==> src/rtl/proc_control.sv <==
// proc_control: multi-cycle sequencer driving ALU op code and bus/register enables of the 16-bit datapath.
// Optional macro PROC_CTRL_ILLEGAL_FLAG_EN adds Illegal and IllegalSticky outputs.
module proc_control #(
  parameter int NREGS = 8
) (
  input  logic             Clock,
  input  logic             Resetn,
  input  logic             Run,
  input  logic [15:0]      DIN,
  output logic             IRin,
  output logic [NREGS-1:0] Rout,
  output logic [NREGS-1:0] Rin,
  output logic             DINout,
  output logic             Gout,
  output logic             Ain,
  output logic             Gin,
  output logic [2:0]       Control,
  output logic             Done
`ifdef PROC_CTRL_ILLEGAL_FLAG_EN
  ,
  output logic             Illegal,
  output logic             IllegalSticky
`endif
);
  typedef enum logic [1:0] {T0, T1, T2, T3} state_t;
  state_t state_q, state_d;
  logic [15:0] ir_q, ir_d;
  logic [3:0] op;
  logic [NREGS-1:0] rx_oh, ry_oh;
  logic alu_op, ill_op, ir_unused;
  assign op = ir_q[15:12];
  assign rx_oh = NREGS'(1) << ir_q[11:9];
  assign ry_oh = NREGS'(1) << ir_q[8:6];
  assign alu_op = !op[3] && (op[3:1] != 3'b000);
  assign ill_op = op[3];
  assign ir_unused = ^ir_q[5:0];
  always_comb begin
    state_d = state_q;
    ir_d = ir_q;
    IRin = 1'b0;
    Rout = '0;
    Rin = '0;
    DINout = 1'b0;
    Gout = 1'b0;
    Ain = 1'b0;
    Gin = 1'b0;
    Control = 3'b000;
    Done = 1'b0;
    case (state_q)
      T0: begin
        IRin = Run;
        state_d = Run ? T1 : T0;
        ir_d = Run ? DIN : ir_q;
      end
      T1: begin
        state_d = alu_op ? T2 : T0;
        Done = !alu_op;
        Rout = (op == 4'd0) ? ry_oh : alu_op ? rx_oh : '0;
        Rin = (op[3:1] == 3'b000) ? rx_oh : '0;
        DINout = (op == 4'd1);
        Ain = alu_op;
      end
      T2: begin
        state_d = T3;
        Rout = ry_oh;
        Gin = 1'b1;
        Control = 3'(op - 4'd2);
      end
      default: begin
        state_d = T0;
        Gout = 1'b1;
        Rin = rx_oh;
        Done = 1'b1;
      end
    endcase
    // outputs are held inactive for the whole reset window, not just after the edge
    if (!Resetn) begin
      IRin = 1'b0;
      Rout = '0;
      Rin = '0;
      DINout = 1'b0;
      Gout = 1'b0;
      Ain = 1'b0;
      Gin = 1'b0;
      Control = 3'b000;
      Done = 1'b0;
    end
  end
  always_ff @(posedge Clock) begin
    if (!Resetn) begin
      state_q <= T0;
      ir_q <= '0;
    end else begin
      state_q <= state_d;
      ir_q <= ir_d;
    end
  end
`ifdef PROC_CTRL_ILLEGAL_FLAG_EN
  logic sticky_q;
  assign Illegal = Resetn && (state_q == T1) && ill_op;
  assign IllegalSticky = Resetn && sticky_q;
  always_ff @(posedge Clock) sticky_q <= Resetn && (sticky_q || Illegal);
`else
  logic ill_unused;
  assign ill_unused = ill_op;
`endif
endmodule

==> config.mk <==
export PLATFORM = sky130hd
export DESIGN_NAME = proc_control
export DESIGN_NICKNAME = d
export VERILOG_FILES = /design/src/rtl/proc_control.sv
export SDC_FILE = /design/constraint.sdc
export NUM_CORES = 1
export LEC_CHECK = 0
export CAP_MARGIN = 20
export CORE_ASPECT_RATIO = 1.75
export CORE_MARGIN = 10
export CORE_UTILIZATION = 37
export DETAILED_ROUTE_END_ITERATION = 8
export PLACE_DENSITY = 0.72
export SETUP_SLACK_MARGIN = 0.2
export SLEW_MARGIN = 20
export SYNTH_ARGS = -nofsm -noshare
export SYNTH_HDL_FRONTEND = slang
export SYNTH_SLANG_ARGS = --single-unit
==> constraint.sdc <==
create_clock -name Clock -period 1.58 [get_ports Clock]
set_input_delay 0.474 -clock Clock [delete_from_list [all_inputs] [get_ports Clock]]
set_output_delay 0.474 -clock Clock [all_outputs]
set_load 0.03 [all_outputs]
* Word level (Yosys, flattened, before mapping)
Index checks and enable logic that the tools add are counted.
Storage, ports and cells: bits in registers 18, input bits 19, output and inout port bits 25, word-level logic and storage cells 42
Operators by class: add/subtract/negate cells 1, equal/unequal tests 3, shift operators 2, multiplexer cells 24, reductions and logical operators 10
Operators with widths (count):
- 2-to-1 mux 8 bit | 5
- case mux 8 bit (2 select lines) | 2
- << shifter 1 x 3 -> 8 bit, first input constant | 2
- 2-to-1 mux 1 bit | 12
- 2-to-1 mux 3 bit | 2
- case mux 2 bit (3 select lines) | 1
- equality test 4 x 1 -> 1 bit, second input constant | 1
- zero test 4 bit | 1
- zero test 3 bit | 1
- nonzero test 3 bit | 1
- OR reduction 3 bit | 1
- subtractor 3 x 2 -> 3 bit, second input constant | 1
- equality test 2 x 1 -> 1 bit, second input constant | 1
- equality test 2 bit, second input constant | 1
- zero test 1 bit | 2
- zero test 2 bit | 1
- 2-to-1 mux 2 bit | 1
- case mux 1 bit (2 select lines) | 1
- AND reduction 2 bit | 1
- OR reduction 2 bit | 1
- logical AND 1 bit | 1

* Logic depth before layout (Yosys ltp)
depth in word-level cells 6, gate-level depth with buffers 6

* Worst setup path before layout
Ideal clock, no wire load.
path type reg2out, start point register state_q[1], end point output Done, data arrival time 1.747 ns, data required time 1.106 ns, slack -0.641 ns, cell stages (with the launch flop) 6, buffers on the path 1, cells stage by stage dfxtp_1 > inv_1 > ha_1 > nor3b_2 > buf_4 > nor3b_1
On the way: word-level cells in the longest chain between the ends 4
Ends and longest elaborated chain:
- from (decl) | line 26 | state_t state_q, state_d;
- from (signal assigned) | line 94 | state_q <= state_d;
- equality test 2 bit or zero test 2 bit (tied branches) | line 49 | case (state_q)
- OR reduction 2 bit (no source line)
- case mux 1 bit (2 select lines) * | line 49
- 2-to-1 mux 1 bit * | line 77 | if (!Resetn) begin
- to (decl) | line 18 | output logic Done
Mark *: on every way between the ends. The rest lies on a longest branch, timed or not.

* Worst setup path in the final report
start point register ir_q[13], end point output Rout[4]
On the way: word-level cells in the longest chain between the ends 6
Ends and longest elaborated chain:
- from (decl) | line 27 | logic [15:0] ir_q, ir_d;
- from (signal assigned) | line 95 | ir_q <= ir_d;
- nonzero test 3 bit | line 34 | assign alu_op = !op[3] && (op[3:1] != 3'b000);
- logical AND 1 bit | line 34
- 2-to-1 mux 8 bit | line 58 | Rout = (op == 4'd0) ? ry_oh : alu_op ? rx_oh : '0;
- 2-to-1 mux 8 bit * | line 58
- case mux 8 bit (2 select lines) * | line 49
- 2-to-1 mux 8 bit * | line 77
- to (decl) | line 11 | output logic [NREGS-1:0] Rout,
Marks and branches as above.

==> results.sh <==
export IMPL_outcome="finished with violations"
export IMPL_violations="negative setup slack"
export IMPL_post_drt_wl_per_cell_um=23.88
export IMPL_stdcell_count=244
export IMPL_synthCells=141
export IMPL_via_per_inst=6.082
export IMPL_power_density_nw_per_um2=539.1
export IMPL_grt_start_max_net_pins=9
export IMPL_cts_root_buffer="clkbuf_8"
export IMPL_power_leakage_uw=0.0009089
export IMPL_grt_usage_pct=19.02
export IMPL_hold_violations=0
export IMPL_rsz0062_at_grt="yes"
export IMPL_rows=24
export IMPL_dp_hpwl_mm=3.325
export IMPL_cpPeakStageDelay_ns=0.38
export IMPL_crit_family="flip-flops"
export IMPL_yosys_warnings=0
export IMPL_cp_max_fo=4
export IMPL_arrival_ns=1.73
export IMPL_drive_gt1_share_pct=66.97
export IMPL_maxSlewHeadroom_pct=73.31
export IMPL_crit_buf_inv=3
export IMPL_ys_ff_latch=12
export IMPL_async_reset_ff_share_pct=0
export IMPL_fmax_mhz=453.4
export IMPL_synth_edf_count=0
export IMPL_htreeDepth=1
export IMPL_drt_wl_total_mm=5.826
export IMPL_tightest_slew_ns=0.3996
export IMPL_fin_area_um2=2311
export IMPL_crit_path_end_kind="output port"
export IMPL_dp_slack_ns=-0.5625
export IMPL_initial_core_util_pct=39.02
export IMPL_worst_endpoint_required_ns=1.11
export IMPL_vias=1484
export IMPL_wl_met2_mm=3.271
export IMPL_place_area_um2=1824
export IMPL_synth_net_count=166
export IMPL_worst_slack_ns=-0.6256
export IMPL_period_minus_slack_ns=2.206
export IMPL_area_growth_pct=132.0
export IMPL_final_fill_count=94
export IMPL_crit_type="register to output port"
export IMPL_drc=0
export IMPL_antenna_cells=0
export IMPL_antenna_found_initial=0
export IMPL_synth_seq_area_share_pct=24.12
export IMPL_nets=244
export IMPL_path_cells="inv_4 -> ha_4 -> nor3b_4 -> buf_2 -> nand4_1 -> a21oi_4 -> buf_6"
export IMPL_highest_layer="met4"
export IMPL_finalCritPeriodShare_pct=139.6
export IMPL_synthFlopType="dfxtp_1"
export IMPL_cts_tree="yes"
export IMPL_dr_pass1_iters=4
export IMPL_core_um2=2552
export IMPL_startpoint_type="register"
export IMPL_hold_buffers=0
export IMPL_grt_pass1_vias=1494
export IMPL_clock_sinks=12
export IMPL_boundaryPins=44
export IMPL_fin_skew_ns=0.007621
export IMPL_clockBufferDepth=2
export IMPL_place_inst=230
export IMPL_cts_buffers=3
export IMPL_synth_cell_types=31
export IMPL_hold_slack_ns=0.5445
export IMPL_dieArea_um2=5249
export IMPL_clk_latency_ns=0.26
export IMPL_clkTransAtPathRegs_ns=0.07
export IMPL_final_antenna_net_count=0
export IMPL_synth_area_um2=996.0
export IMPL_crit_slowest_cell="dfxtp_4"
export IMPL_die_width_um=59.22
export IMPL_ir_drop_v=0.0009341
export IMPL_die_height_um=88.64
export IMPL_tns_ns=-11.98
export IMPL_grt_ovfl_total=0
export IMPL_report_final_slew_viol_count=0
export IMPL_drt_met1_wl_mm=2.074
export IMPL_hold_class="register to register"
export IMPL_syn_avg_cell_area_um2=7.064
export IMPL_gp_congestion=0.8671
export IMPL_grt_pass1_wl_mm=7.686
export IMPL_wl_met3_um=245
export IMPL_portBuffers=37
export IMPL_maxCapViolCount=0
export IMPL_setup_viol_count_final=25
export IMPL_drt_iter0_markers=53
## routing by layer
| layer | vias up | GRT usage (%) |
|---|---|---|
| li1 | 652 | - |
| met1 | 745 | 17.15 |
| met2 | 67 | 36.85 |
| met3 | 20 | 2.869 |
| met4 | 0 | 11.95 |
| met5 | - | 0 |
## synthesized netlist by cell type, types with 3 or more instances
library cell | count | share of area, %
nor2b_1 | 6 | 3.8
ha_1 | 6 | 7.5
buf_2 | 3 | 1.5
nor2_1 | 13 | 4.9
and2_1 | 5 | 3.1
nor3_1 | 3 | 1.5
inv_1 | 6 | 2.3
clkbuf_1 | 5 | 1.9
nand2_1 | 26 | 9.8
a21boi_0 | 10 | 7.5
a31oi_1 | 6 | 3.8
nand4_1 | 11 | 6.9
nand3_1 | 7 | 3.5
dfxtp_1 | 12 | 24
## metrics by stage
stage	util [%]	power, uW
final	90.54	1246
after CTS	83.82	1134
after global placement	71.47	712.4
after global routing	90.54	1276
after detailed placement	71.47	723.3
after floorplan	-	549.2
## state kept, by name, indices dropped and copies added, names as in the netlist
| signal | cells |
|---|---|
| ir_q | 10 |
| state_q | 2 |
## power by group
group | total (uW) | switching [uW] | leakage, uW | internal (uW)
clock network | 367 | 145 | 0.0000288 | 222
registers | 356 | 34.0 | 0.000101 | 322
logic | 523 | 268 | 0.000779 | 255
total | 1250 | 447 | 0.000909 | 798
## layout make-up
| type | count | area [um^2] | share of cell area, % |
|---|---|---|---|
| flip-flops and latches | 12 | 252.7 | 10.94 |
| multi-input cells | 113 | 1131 | 48.94 |
| inverters | 6 | 30.03 | 1.299 |
| clock buffers | 4 | 55.05 | 2.382 |
| well taps | 26 | 32.53 | 1.408 |
| repair buffers | 83 | 809.5 | 35.03 |
## final timing paths
kind	startpoint	to	slack, ns	depth (start not counted)
hold reg to reg	ir_q[11]	ir_q[11]	0.54	2
setup / recovery	ir_q[13]	Rout[4]	-0.63	7
hold / removal	ir_q[11]	ir_q[11]	0.54	2
setup reg to reg	state_q[1]	ir_q[14]	0.10	9
## tightest hold or removal path: cells and delay by family (launching register included)
| family | cells | cell delay [ns] |
|---|---|---|
| flip-flops | 1 | 0.35 |
| AND/OR/NAND/NOR | 1 | 0.08 |
| AO/OA/AOI/OAI | 1 | 0.07 |
## cell usage in the layout, fill, tap and decap left out, types with 5 or more instances in the layout
cell type        Yosys  final
nor2_4               0      7
a31oi_4              0      6
buf_6                0     30
nand3_1              7      7
nand2_1             26     13
buf_4                1     36
clkdlybuf4s50_1      0     11
nand2_4              0      9
dfxtp_1             12      8
nand4_1             11     11
a21boi_2             0      8
ha_4                 0      5
nor2b_1              6      5
## cells by family (layout without fill, tap and decap cells)
group	after synthesis	count (layout)	synth area share, %
buf+inv	16	93	6.909
compound gates	22	22	15.45
fa+ha+maj	6	6	7.537
mux	2	2	2.010
simple gates	83	83	43.97
flops	12	12	24.12
## timing repair
item,in CTS,in global routing
endpoints found under the setup margin,37,36
cloned,1,0
setup buffers,8,1
pin swaps,14,10
resized for setup,57,47
Power figures use the tool's default switching activity.
